==> src/rtl/seq_shifter_pkg.sv <==
// Shared ALU shift definitions: mode encodings used by every shift block
// and the ALU decoder, plus the sequential shifter's FSM state type.
package seq_shifter_pkg;

    // Shift mode encodings (shared with the combinational shifters and decoder)
    localparam logic [1:0] SHIFT_LSL = 2'b00;
    localparam logic [1:0] SHIFT_LSR = 2'b01;
    localparam logic [1:0] SHIFT_ASR = 2'b10;
    localparam logic [1:0] SHIFT_ROR = 2'b11;

    // Sequential shifter control states
    typedef enum logic [1:0] {
        IDLE  = 2'b00,
        SHIFT = 2'b01,
        DONE  = 2'b10
    } state_t;

endpackage

==> src/rtl/seq_shifter_shift_step.sv <==
// One combinational shift step of 0..STEP bits in any of the four modes.
// The carry is the last bit that left the word during this step and is
// zero when no shift takes place.
module shift_step
    import seq_shifter_pkg::*;
#(
    parameter  int WIDTH = 32,
    parameter  int STEP  = 1,
    localparam int KW    = $clog2(STEP + 1)
) (
    input  logic [WIDTH-1:0] data,
    input  logic [KW-1:0]    k,
    input  logic [1:0]       mode,
    output logic [WIDTH-1:0] res,
    output logic             carry
);

    // One extra bit on the exit side of each shifter captures the carry
    logic [WIDTH:0]   lsl_s;
    logic [WIDTH:0]   lsr_s;
    logic [WIDTH:0]   asr_s;
    logic [WIDTH-1:0] ror_s;

    assign lsl_s = {1'b0, data} << k;
    assign lsr_s = {data, 1'b0} >> k;
    // The MSB of the working value is never altered by ASR, so it still
    // equals the original operand's sign bit on every step.
    assign asr_s = $signed({data, 1'b0}) >>> k;
    // Rotation as a shift of the doubled word, keeping the low half
    assign ror_s = WIDTH'({data, data} >> k);

    // Select the result and carry for the requested mode
    always_comb begin
        res   = data;
        carry = 1'b0;
        case (mode)
            SHIFT_LSL: begin
                res   = lsl_s[WIDTH-1:0];
                carry = lsl_s[WIDTH];
            end
            SHIFT_LSR: begin
                res   = lsr_s[WIDTH:1];
                carry = lsr_s[0];
            end
            SHIFT_ASR: begin
                res   = asr_s[WIDTH:1];
                carry = asr_s[0];
            end
            SHIFT_ROR: begin
                res = ror_s;
                // The last rotated bit lands in the MSB; nothing moves for k = 0
                if (k != {KW{1'b0}}) begin
                    carry = ror_s[WIDTH-1];
                end else begin
                    carry = 1'b0;
                end
            end
            default: begin
                res   = data;
                carry = 1'b0;
            end
        endcase
    end

endmodule

==> src/rtl/seq_shifter.sv <==
// Multi-cycle shift unit: accepts one operation over valid/ready, shifts
// by up to STEP bits per cycle, then presents the result and carry until
// the consumer takes it.
module seq_shifter
    import seq_shifter_pkg::*;
#(
    parameter  int WIDTH = 32,
    parameter  int STEP  = 1,
    localparam int SHW   = $clog2(WIDTH)
) (
    input  logic             clk,
    input  logic             rst_n,
    input  logic             in_valid,
    output logic             in_ready,
    input  logic [WIDTH-1:0] in_data,
    input  logic [SHW-1:0]   in_shamt,
    input  logic [1:0]       in_mode,
    output logic             out_valid,
    input  logic             out_ready,
    output logic [WIDTH-1:0] out_data,
    output logic             out_carry
);

    localparam int KW = $clog2(STEP + 1);
    // STEP in a width able to hold WIDTH itself, for the min() compare
    localparam logic [SHW:0]   STEP_W = (SHW + 1)'(STEP);
    // STEP in counter width; only used when remaining >= STEP, which
    // cannot happen for STEP = WIDTH, so truncation there is harmless
    localparam logic [SHW-1:0] STEP_N = SHW'(STEP);

    state_t           state_r;
    state_t           state_n;
    logic [WIDTH-1:0] data_r;
    logic [1:0]       mode_r;
    logic [SHW-1:0]   rem_r;
    logic             carry_r;
    logic             in_ready_r;
    logic             out_valid_r;

    logic             accept_s;
    logic [SHW-1:0]   k_sel_s;
    logic [SHW-1:0]   rem_left_s;
    logic [KW-1:0]    k_s;
    logic [WIDTH-1:0] step_res_s;
    logic             step_carry_s;

    assign accept_s  = (state_r == IDLE) && in_valid && in_ready_r;

    assign in_ready  = in_ready_r;
    assign out_valid = out_valid_r;
    assign out_data  = data_r;
    assign out_carry = carry_r;

    // Step size this cycle: k = min(STEP, remaining), and what is left after it
    always_comb begin
        k_sel_s = rem_r;
        if ({1'b0, rem_r} >= STEP_W) begin
            k_sel_s = STEP_N;
        end else begin
            k_sel_s = rem_r;
        end
        rem_left_s = rem_r - k_sel_s;
        k_s        = KW'(k_sel_s);
    end

    shift_step #(
        .WIDTH (WIDTH),
        .STEP  (STEP)
    ) u_step (
        .data  (data_r),
        .k     (k_s),
        .mode  (mode_r),
        .res   (step_res_s),
        .carry (step_carry_s)
    );

    // Next-state logic for the IDLE -> SHIFT -> DONE sequence
    always_comb begin
        state_n = state_r;
        case (state_r)
            IDLE: begin
                if (accept_s) begin
                    if (in_shamt == {SHW{1'b0}}) begin
                        state_n = DONE;
                    end else begin
                        state_n = SHIFT;
                    end
                end else begin
                    state_n = IDLE;
                end
            end
            SHIFT: begin
                if (rem_left_s == {SHW{1'b0}}) begin
                    state_n = DONE;
                end else begin
                    state_n = SHIFT;
                end
            end
            DONE: begin
                if (out_ready) begin
                    state_n = IDLE;
                end else begin
                    state_n = DONE;
                end
            end
            default: begin
                state_n = IDLE;
            end
        endcase
    end

    // State register with handshake flags registered from the next state
    always_ff @(posedge clk or negedge rst_n) begin
        if (!rst_n) begin
            state_r     <= IDLE;
            in_ready_r  <= 1'b1;
            out_valid_r <= 1'b0;
        end else begin
            state_r     <= state_n;
            in_ready_r  <= (state_n == IDLE);
            out_valid_r <= (state_n == DONE);
        end
    end

    // Datapath: capture on accept, step while shifting, hold otherwise
    always_ff @(posedge clk or negedge rst_n) begin
        if (!rst_n) begin
            data_r  <= {WIDTH{1'b0}};
            mode_r  <= 2'b00;
            rem_r   <= {SHW{1'b0}};
            carry_r <= 1'b0;
        end else begin
            case (state_r)
                IDLE: begin
                    if (accept_s) begin
                        data_r  <= in_data;
                        mode_r  <= in_mode;
                        rem_r   <= in_shamt;
                        carry_r <= 1'b0;
                    end else begin
                        data_r  <= data_r;
                        mode_r  <= mode_r;
                        rem_r   <= rem_r;
                        carry_r <= carry_r;
                    end
                end
                SHIFT: begin
                    data_r  <= step_res_s;
                    carry_r <= step_carry_s;
                    rem_r   <= rem_left_s;
                end
                DONE: begin
                    // Result is held until the consumer accepts it
                    data_r  <= data_r;
                    carry_r <= carry_r;
                end
                default: begin
                    data_r  <= {WIDTH{1'b0}};
                    mode_r  <= 2'b00;
                    rem_r   <= {SHW{1'b0}};
                    carry_r <= 1'b0;
                end
            endcase
        end
    end

endmodule

==> config.mk <==
export PLATFORM = sky130hd
export DESIGN_NAME = seq_shifter
export DESIGN_NICKNAME = d
export VERILOG_FILES = /design/src/rtl/seq_shifter_pkg.sv /design/src/rtl/seq_shifter_shift_step.sv /design/src/rtl/seq_shifter.sv
export SDC_FILE = /design/constraint.sdc
export NUM_CORES = 1
export LEC_CHECK = 0
export ABC_AREA = 1
export CAP_MARGIN = 40
export CORE_MARGIN = 2
export CORE_UTILIZATION = 49
export CTS_CLUSTER_DIAMETER = 120
export DETAILED_ROUTE_END_ITERATION = 6
export MAX_ROUTING_LAYER = met4
export PLACE_DENSITY = 0.81
export SETUP_SLACK_MARGIN = 0.5
export SLEW_MARGIN = 20
export SYNTH_ARGS = -nofsm -noshare
export SYNTH_HDL_FRONTEND = slang
export SYNTH_SLANG_ARGS = --single-unit
==> constraint.sdc <==
create_clock -name clk -period 2 [get_ports clk]
set_input_delay 0.2 -clock clk [delete_from_list [all_inputs] [get_ports clk]]
set_output_delay 0.2 -clock clk [all_outputs]
set_load 0.02 [all_outputs]
==> Word level (Yosys, flattened, before mapping) <==
Index checks and enable logic that the tools add are counted.
{ "word_totals": {"regBits": 44, "input_bits": 43, "elab_cells": 49} }
{ "op_classes": {"n_addsub": 1, "n_lt_le_gt_ge": 1, "n_eq_ne": 7, "n_shift": 4, "muxes": 17, "n_bitwise": 2, "reduce_logical": 10} }
{ "op_table": {"columns": ["operator", "n"], "rows": [
  ["case mux 32 bit (4 select lines)", 1],
  ["case mux 32 bit (3 select lines)", 1],
  [">> shifter 64 x 1 -> 32 bit", 1],
  ["<< shifter 32 x 1 -> 33 bit", 1],
  [">> shifter 33 x 1 -> 33 bit", 1],
  [">>> shifter 33 x 1 -> 33 bit", 1],
  ["2-to-1 mux 32 bit", 1],
  ["case mux 5 bit (3 select lines)", 1],
  ["zero test 5 bit", 2],
  ["2-to-1 mux 2 bit", 5],
  ["2-to-1 mux 5 bit", 2],
  ["equality test 2 bit, second input constant", 4],
  ["zero test 2 bit", 3],
  ["case mux 2 bit (3 select lines)", 1],
  [">= comparator 5 x 1 -> 1 bit, second input constant", 1],
  ["subtractor 5 bit", 1],
  ["equality test 2 x 1 -> 1 bit, second input constant", 2],
  ["case mux 1 bit (4 select lines)", 1],
  ["case mux 2 bit (2 select lines)", 1],
  ["AND reduction 2 bit", 2],
  ["case mux 1 bit (3 select lines)", 1],
  ["logical AND 1 bit", 2],
  ["2-to-1 mux 1 bit", 2],
  ["inequality test 2 bit, second input constant", 1],
  ["2 further kinds", 3]
]} }

==> Depth between registers and ports, before layout <==
Gate-level depths: netlist (run 1).
{ "depth": {"word_depth": 7, "ltp_mapped": 13, "mapped_depth_nobuf": 13} }

==> Modules after synthesis <==
A second synthesis (run 1) with hierarchy kept.
{ "hier_totals": {"cells_unflattened": 458, "hier_area_um2": 3335.7} }
{ "by_module_without_submodules": {"columns": ["mod", "n_inst", "cells_each", "area_per_inst_um2", "seq_area_each_um2"], "rows": [
  ["seq_shifter", 1, 277, 2306.0, 1102.3],
  ["shift_step", 1, 181, 1029.7, 0.0]
]} }

==> Worst setup path before layout (run 1) <==
Ideal clock, no wire load.
{ "synth_timing": {"path_kind": "reg-to-reg", "start": "reg rem_r[1]", "end": "reg in_ready_r, in the netlist in_ready", "t_arrival_ns": 1.509, "required_ns": 1.928, "slack_ns": 0.419, "path_stages_with_launch": 12, "path_buffers": 0, "synth_period_minus_slack_ns": 1.581, "path_cell_list": "dfrtp_1 nor2_4 nand2_4 nand2_2 ha_1 inv_1 nand3_1 nor2_1 nand3_1 nand2_1 nand2_1 o21ai_1"} }
{ "synth_via": {"elab_chain_len": 7} }
{ "synth_rtl": {"columns": ["element", "line_no", "text"], "rows": [
  ["start, declared", "seq_shifter.sv:35", "logic [SHW-1:0] rem_r;"],
  ["start signal, assigned", "seq_shifter.sv:130", "rem_r <= {SHW{1'b0}};"],
  ["start signal, assigned", "seq_shifter.sv:138", "rem_r <= in_shamt;"],
  ["start signal, assigned", "seq_shifter.sv:143", "rem_r <= rem_r;"],
  [">= comparator 5 x 1 -> 1 bit", "seq_shifter.sv:57", "if ({1'b0, rem_r} >= STEP_W) begin"],
  ["2-to-1 mux 5 bit", "seq_shifter.sv:57", null],
  ["subtractor 5 bit *", "seq_shifter.sv:62", "rem_left_s = rem_r - k_sel_s;"],
  ["zero test 5 bit *", "seq_shifter.sv:93", "if (rem_left_s == {SHW{1'b0}}) begin"],
  ["2-to-1 mux 2 bit *", "seq_shifter.sv:93", null],
  ["case mux 2 bit (3 select lines) *", "seq_shifter.sv:80", "case (state_r)"],
  ["zero test 2 bit *", "seq_shifter.sv:120", "in_ready_r <= (state_n == IDLE);"],
  ["end signal, assigned", "seq_shifter.sv:120", null],
  ["end, declared", "seq_shifter.sv:37", "logic in_ready_r;"]
]} }
Every way passes the cells marked *; elsewhere a longest branch is shown, timed or not.
A chain may end at the register's enable or synchronous reset.

==> Worst setup path in the final report (run 1) <==
{ "layout_timing": {"start": "reg rem_r[2]", "end": "reg out_valid_r, in the netlist out_valid"} }
{ "layout_via": {"elab_chain_len": 7} }
{ "layout_rtl": {"columns": ["element", "line_no", "text"], "rows": [
  [">= comparator 5 x 1 -> 1 bit", "seq_shifter.sv:57", null],
  ["2-to-1 mux 5 bit", "seq_shifter.sv:57", null],
  ["subtractor 5 bit *", "seq_shifter.sv:62", null],
  ["zero test 5 bit *", "seq_shifter.sv:93", null],
  ["2-to-1 mux 2 bit *", "seq_shifter.sv:93", null],
  ["case mux 2 bit (3 select lines) *", "seq_shifter.sv:80", null],
  ["equality test 2 bit *", "seq_shifter.sv:121", "out_valid_r <= (state_n == DONE);"],
  ["end signal, assigned", "seq_shifter.sv:121", null],
  ["end, declared", "seq_shifter.sv:38", "logic out_valid_r;"]
]} }
Marks and branches as above.

==> impl_metrics.env, run 1 <==
export IMPL_initial_core_util_pct=50.06
export IMPL_final_util_pct=75.58
export IMPL_clock_power_share_pct=6.5
export IMPL_postSynthCellCount=398
export IMPL_synth_warnings=0
export IMPL_row_count=28
export IMPL_critPathKind="reg -> reg"
export IMPL_clkTransAtPathRegs_ns=0.09
export IMPL_antenna_found_initial=0
export IMPL_numCtsBuffers=5
export IMPL_core_area_um2=5816
export IMPL_grt_pass1_wl_um=14900
export IMPL_yosys_register_bits=44
export IMPL_yosysSeqAreaShare_pct=37.86
export IMPL_peakVddDrop_mv=1.053
export IMPL_synth_nets=446
export IMPL_seqPwrFrac_pct=19.7
export IMPL_worstPathArrival_ns=1.96
export IMPL_slew_viol_final=0
export IMPL_grt_setup_unrepaired="yes"
export IMPL_htree_levels=2
export IMPL_wl_per_cell_um=18.54
export IMPL_cp_slowest_cell="dfrtp_2"
export IMPL_p_comb_share_pct=73.9
export IMPL_yosys_area_top_type="dfrtp_1"
export IMPL_cpPeakStageDelay_ns=0.44
export IMPL_dieArea_um2=6575
export IMPL_p_leak_uw=0.002132
export IMPL_synth_distinct_cells=32
export IMPL_dp_hpwl_um=5921
export IMPL_dr_total_vias=3538
export IMPL_min_period_ns=1.709
export IMPL_synth_async_reset_ratio_pct=100.0
export IMPL_area_delta_synth_final_pct=50.97
export IMPL_clock_path_buffers=2
export IMPL_synth_top_area_share_pct=36.96
export IMPL_worstMarginPinSlew_ns=0.3286
export IMPL_io_pins=78
export IMPL_end_kind="flip-flop"
export IMPL_drv_cap=0
export IMPL_slew_limit_headroom_pct=78.06
export IMPL_cp_cell_sequence="nor2_4 -> buf_6 -> buf_4 -> nand3_1 -> nand2_2 -> inv_1 -> nor2_1 -> nand3_1 -> nand2_1 -> nand2_1 -> nor2_1"
export IMPL_synth_commonest_cells="nand2_1 (75), a21oi_1 (59), inv_1 (55), dfrtp_1 (43), nor2_1 (27)"
export IMPL_numClockSinks=44
export IMPL_startpoint_type="flip-flop"
export IMPL_p_per_area_nw_per_um2=2068
export IMPL_nets=556
export IMPL_drive_gt1_share_pct=21.61
export IMPL_ant_nets=0
export IMPL_synth_edf_count=0
export IMPL_final_hold_viol_count=0
export IMPL_drt_drc_violations_left=0
export IMPL_postRouteWirelength_um=10830
export IMPL_grt_overflow=0
export IMPL_fp_dieW_um=81.09
export IMPL_outcome="finished clean"
export IMPL_synth_area_leaders="dfrtp_1 (37%), a21oi_1 (10%), nand2_1 (9.7%), inv_1 (7.1%), o211ai_1 (5.9%)"
export IMPL_cp_required_ns=2.25
export IMPL_finClkSkew_ns=0.008771
export IMPL_io_buffers=77
export IMPL_antenna_cells=0
export IMPL_synth_most_common_cell="nand2_1"
export IMPL_vias_per_cell=6.058
export IMPL_max_freq_mhz=585.2
export IMPL_clk_latency_ns=0.31
export IMPL_internal_power_uw=4330
export IMPL_die_y_um=81.09
export IMPL_min_path_type="in -> async"
export IMPL_cp_buffers_inverters=3
export IMPL_avgSynthCellArea_um2=7.315
export IMPL_setup_tns_ns=0
export IMPL_grt_max_degree=37
export IMPL_cts_tree="yes"
export IMPL_switching_power_uw=4761
export IMPL_dr_pass1_iters=6
export IMPL_n_fill_cell=407
export IMPL_crit_family="simple AND/OR/NAND/NOR gates"
export IMPL_setup_viol_count_final=0
export IMPL_netlist_area_um2=2912
export IMPL_timing_final_crit_share_pct=85.44
export IMPL_swShare_pct=52.37
export IMPL_cts_root_buf="clkbuf_8"
export IMPL_grt_usage_pct=30.48
export IMPL_grt_pass1_vias=3163
export IMPL_gp_congestion=0.8763
export IMPL_synth_ff_type="dfrtp_1"
export IMPL_cp_max_fo=3
export IMPL_drt_iter0_markers=463
[routing by layer]
| layer | global-route usage, % | wire length [um] | up-vias |
|---|---|---|---|
| met2 | 49.92 | 5326 | 296 |
| li1 | - | - | 1551 |
| met4 | 12.03 | 484 | 0 |
| met5 | - | 0 | - |
| met1 | 37.94 | 3967 | 1633 |
| met3 | 4.778 | 1051 | 58 |
[kinds of logic (layout without fill, tap and decap cells)]
group,count (synthesis),count (layout),synth area share (%)
and+or+nand+nor,146,147,23.38
adders and majority gates,5,5,2.149
buffers and inverters,82,192,12.12
AOI/OAI and AO/OA,121,121,24.50
DFF,44,44,37.86
[through the flow]
stage                     cells  area [um^2]  power, uW  hold WS (ns)  setup slack (ns)
final                       584         4395       9091        0.2282            0.2911
after global routing        584         4395       9633        0.2486            0.2285
after CTS                   576         4169       8141       0.01488            0.4034
after detailed placement    539         3756       6989        0.3490            0.1638
after global placement      539         3756       6852        0.3420            0.2460
after floorplan             398         2954       5381      -0.09559            0.4274
[final cells by class]
cell class	instances	area [um^2]	share of cell area [%]
multi-input combinational	273	1642	37.35
timing repair buffer	124	1224	27.84
sequential	44	1109	25.22
inverter	60	240.2	5.465
tap	75	93.84	2.135
clock buffer	5	68.82	1.566
clock inverter	3	18.77	0.4270
[power groups by stage]
stage	logic [uW]	registers (uW)	clock network, uW
after floorplan	3230	2150	0
after global placement	5060	1790	0
after detailed placement	5180	1810	0
after CTS	5800	1760	580
after global routing	7200	1830	606
final	6720	1790	587
[final timing paths]
path                       cells past startpoint                   from  slack, ns                 endpoint
max                                           11   rem_r[2]$_DFFE_PN0P_       0.29      out_valid$_DFF_PN0_
min                                            2                  rst_n       0.23      out_valid$_DFF_PN0_
max reg2reg                                   11   rem_r[2]$_DFFE_PN0P_       0.29      out_valid$_DFF_PN0_
min reg2reg                                    2  out_carry$_DFFE_PN0P_       0.54    out_carry$_DFFE_PN0P_
max in group asynchronous                      4                  rst_n       1.16  out_data[9]$_DFFE_PN0P_
min in group clk                               3             in_mode[1]       0.47    mode_r[1]$_DFFE_PN0P_
[what timing repair did]
action                     4_1_cts  5_1_grt
setup buffers                   27        5
gates resized for setup         57       35
setup endpoints to repair       66       50
hold endpoints to repair         0       35
hold buffers                     0        1
cloned                           2        1
pin swaps                       18        7
[layout by cell type (no fill, tap or decap), types with 3 or more instances in the layout]
| cell type | netlist | routed |
|---|---|---|
| dlymetal6s2s_1 | 0 | 6 |
| o22ai_2 | 0 | 4 |
| o211ai_1 | 23 | 23 |
| buf_4 | 3 | 30 |
| inv_2 | 3 | 5 |
| clkinv_2 | 0 | 4 |
| nand4_1 | 4 | 4 |
| o22ai_1 | 8 | 4 |
| nand2_1 | 75 | 69 |
| nor2_4 | 3 | 5 |
| buf_6 | 3 | 8 |
| buf_12 | 0 | 5 |
| o21ai_0 | 11 | 9 |
| nand3_1 | 26 | 24 |
| clkbuf_8 | 0 | 5 |
| o21ai_1 | 6 | 7 |
| a21oi_2 | 1 | 3 |
| dfrtp_2 | 0 | 5 |
| nand2_4 | 1 | 3 |
| a21oi_1 | 59 | 55 |
| inv_1 | 55 | 50 |
| nand3_2 | 2 | 3 |
| nor2_1 | 27 | 24 |
| clkdlybuf4s50_1 | 0 | 48 |
| a22oi_1 | 6 | 5 |
| dlygate4sd2_1 | 0 | 22 |
| dfrtp_1 | 43 | 38 |
| ha_4 | 0 | 3 |
| nand2_2 | 4 | 8 |
[sequential cells by signal, summed over array words and instances (netlist names)]
signal     cells
rem_r          5
out_data      32
out_valid      1
mode_r         2
state_r        2
in_ready       1
out_carry      1
(Power assumes the default switching activity.)
==> run 2, diff against run 1 <==
==> constraint.sdc (replaced) <==
create_clock -name clk -period 2 [get_ports clk]
set_input_delay 0.3 -clock clk [delete_from_list [all_inputs] [get_ports clk]]
set_output_delay 0.3 -clock clk [all_outputs]
set_load 0.02 [all_outputs]
==> run 2 against run 1 <==
Against the previous run:
- the flow now finishes with violations (design-rule violations, negative hold slack)
- cell count is 2.2% higher
- combinational power increased by 20%
- critical path type unchanged
- first-iteration DRC count rose by 54%
- largest power group unchanged
- sequential cell count unchanged
- clock skew hardly changed
- final area increased by 8.8%
- worst hold slack worse by 0.24 ns
- die area unchanged
- largest cell class unchanged
- via count is 8.4% higher
- worst setup slack got worse by 0.077 ns
- global-route usage rose by 4.1 points
==> impl_metrics.env, run 2 (synthesized netlist as in run 1, its figures left out) <==
export IMPL_rr_endpoint="out_data[10]$_DFFE_PN0P_"
export IMPL_dp_hpwl_um=6191
export IMPL_row_count=28
export IMPL_cts_tree="yes"
export IMPL_grt_max_degree=34
export IMPL_worst_r2r_setup_slack_ns=0.21
export IMPL_io_pins=78
export IMPL_drt_iter0_markers=711
export IMPL_seqPwrFrac_pct=17.5
export IMPL_r2r_start="rem_r[3]$_DFFE_PN0P_"
export IMPL_clk_latency_ns=0.32
export IMPL_swShare_pct=53.11
export IMPL_grt_overflow=0
export IMPL_grt_setup_unrepaired="yes"
export IMPL_switching_power_uw=5567
export IMPL_max_freq_mhz=559.8
export IMPL_drv_cap=0
export IMPL_internal_power_uw=4915
export IMPL_dr_pass1_iters=7
export IMPL_wl_per_cell_um=21.94
export IMPL_setup_tns_ns=0
export IMPL_slew_limit_headroom_pct=58.98
export IMPL_io_buffers=77
export IMPL_postRouteWirelength_um=13100
export IMPL_antenna_cells=0
export IMPL_fp_dieW_um=81.09
export IMPL_dr_total_vias=3836
export IMPL_htree_levels=2
export IMPL_drt_drc_violations_left=21
export IMPL_clock_power_share_pct=5.5
export IMPL_final_common_cell="nand2_1"
export IMPL_grt_pass1_vias=3458
export IMPL_worstPathArrival_ns=1.98
export IMPL_critPathLaunch="rem_r[3]$_DFFE_PN0P_"
export IMPL_layout_common_cells="nand2_1 (58), a21oi_1 (52), inv_1 (45), clkdlybuf4s50_1 (41), dfrtp_1 (40)"
export IMPL_grt_usage_pct=34.58
export IMPL_violations="design-rule violations, negative hold slack"
export IMPL_cp_slowest_cell="dfrtp_1"
export IMPL_cp_cell_sequence="nor2_4 -> buf_6 -> buf_6 -> nand3_4 -> buf_4 -> buf_6 -> nand2_8 -> o211ai_1 -> nand2_1 -> o21ai_0"
export IMPL_core_area_um2=5816
export IMPL_antenna_found_initial=0
export IMPL_min_path_type="in -> async"
export IMPL_whs_ns=-0.009902
export IMPL_vias_per_cell=6.425
export IMPL_min_period_ns=1.786
export IMPL_p_per_area_nw_per_um2=2192
export IMPL_grt_pass1_wl_um=16710
export IMPL_p_leak_uw=0.002240
export IMPL_cp_endpoint="out_data[10]$_DFFE_PN0P_"
export IMPL_p_comb_share_pct=77.0
export IMPL_peakVddDrop_mv=1.066
export IMPL_nets=570
export IMPL_clock_path_buffers=2
export IMPL_r2r_cells=10
export IMPL_slew_viol_final=0
export IMPL_startpoint_type="flip-flop"
export IMPL_area_delta_synth_final_pct=64.20
export IMPL_final_hold_viol_count=15
export IMPL_final_cells=597
export IMPL_cpPeakStageDelay_ns=0.42
export IMPL_drive_gt1_share_pct=30.46
export IMPL_initial_core_util_pct=50.06
export IMPL_clkTransAtPathRegs_ns=0.09
export IMPL_gp_congestion=0.8981
export IMPL_numClockSinks=44
export IMPL_cts_hold_buf=0
export IMPL_finClkSkew_ns=0.008443
export IMPL_dpl_cell_count=540
export IMPL_crit_path_frequent_cell="buf_6"
export IMPL_setup_viol_count_final=0
export IMPL_die_y_um=81.09
export IMPL_numCtsBuffers=5
export IMPL_cp_max_fo=7
export IMPL_timing_final_crit_share_pct=89.32
export IMPL_worstMarginPinSlew_ns=0.6152
export IMPL_dieArea_um2=6575
export IMPL_outcome="finished with violations"
export IMPL_critPathKind="reg -> reg"
export IMPL_cp_required_ns=2.20
export IMPL_end_kind="flip-flop"
export IMPL_largest_register_ffs=32
export IMPL_cts_root_buf="clkbuf_8"
export IMPL_ant_nets=0
[run 2: changes by cell type in the layout (fill, tap and decap cells not counted), sizes merged]
| cell | before | now |
|---|---|---|
| clkinv | 5 | 3 |
| clkbuf | 6 | 9 |
| dlygate4sd3 | 1 | 0 |
| clkdlybuf4s50 | 48 | 41 |
| buf | 46 | 60 |
| dlymetal6s2s | 6 | 0 |
| dlygate4sd2 | 22 | 34 |
[run 2: worst max-delay path, delay by kind of cell, from the launching register on]
family / cells / cell delay, ns
DFF: 1 / 0.42
AOI/OAI and AO/OA: 2 / 0.21
and+or+nand+nor: 4 / 0.53
buffers and inverters: 4 / 0.52
[run 2: power groups by stage]
stage | clock network [uW] | registers (uW) | logic [uW]
2_1_floorplan | 0 | 2150 | 3230
3_3_place_gp | 0 | 1790 | 5140
3_5_place_dp | 0 | 1810 | 5290
4_1_cts | 546 | 1760 | 6370
5_1_grt | 604 | 1870 | 8430
6_report | 572 | 1840 | 8070
[run 2: per-stage QoR]
stage	setup slack, ns	power (uW)	utilization (%)	area, um^2
final	0.2137	10480	82.21	4781
after CTS	0.3641	8671	76.33	4439
after global placement	0.2088	6926	64.93	3776
after global routing	0.1660	10900	82.21	4781
after floorplan	0.4274	5381	-	2954
after detailed placement	0.1525	7091	64.93	3776
[run 2: layout make-up]
cell class | count | area, um^2
Timing Repair Buffer | 138 | 1410
Inverter | 60 | 244.0
Tap cell | 75 | 93.84
Sequential cell | 44 | 1106
Fill cell | 332 | 1035
Multi-Input combinational cell | 273 | 1849
Clock inverter | 1 | 5.005
Clock buffer | 6 | 72.57
[run 2: worst min-delay path by stage]
stage	start	end	depth (start not counted)
after global placement	rst_n	out_valid$_DFF_PN0_	1
after detailed placement	rst_n	out_valid$_DFF_PN0_	1
after CTS	rst_n	out_valid$_DFF_PN0_	1
after floorplan	rst_n	mode_r[0]$_DFFE_PN0P_	0
after global routing	rst_n	out_carry$_DFFE_PN0P_	1
final	rst_n	mode_r[1]$_DFFE_PN0P_	1
[run 2: what timing repair did]
item | CTS | global route
resized for setup | 117 | 48
gates cloned | 5 | 2
pin swaps | 39 | 34
setup endpoints to repair | 79 | 45
buffers inserted | 33 | 10
[run 2: per-layer routing]
metal  part of all wire [%]  track usage (%)  vias to the layer above  wire length (um)
li1                       -                -                     1580                 -
met5                      0                -                        -                 0
met1                     35            41.50                     1739              4610
met2                     45            55.45                      389              5895
met4                    6.8            18.47                        0               889
met3                     13            6.222                      128              1702
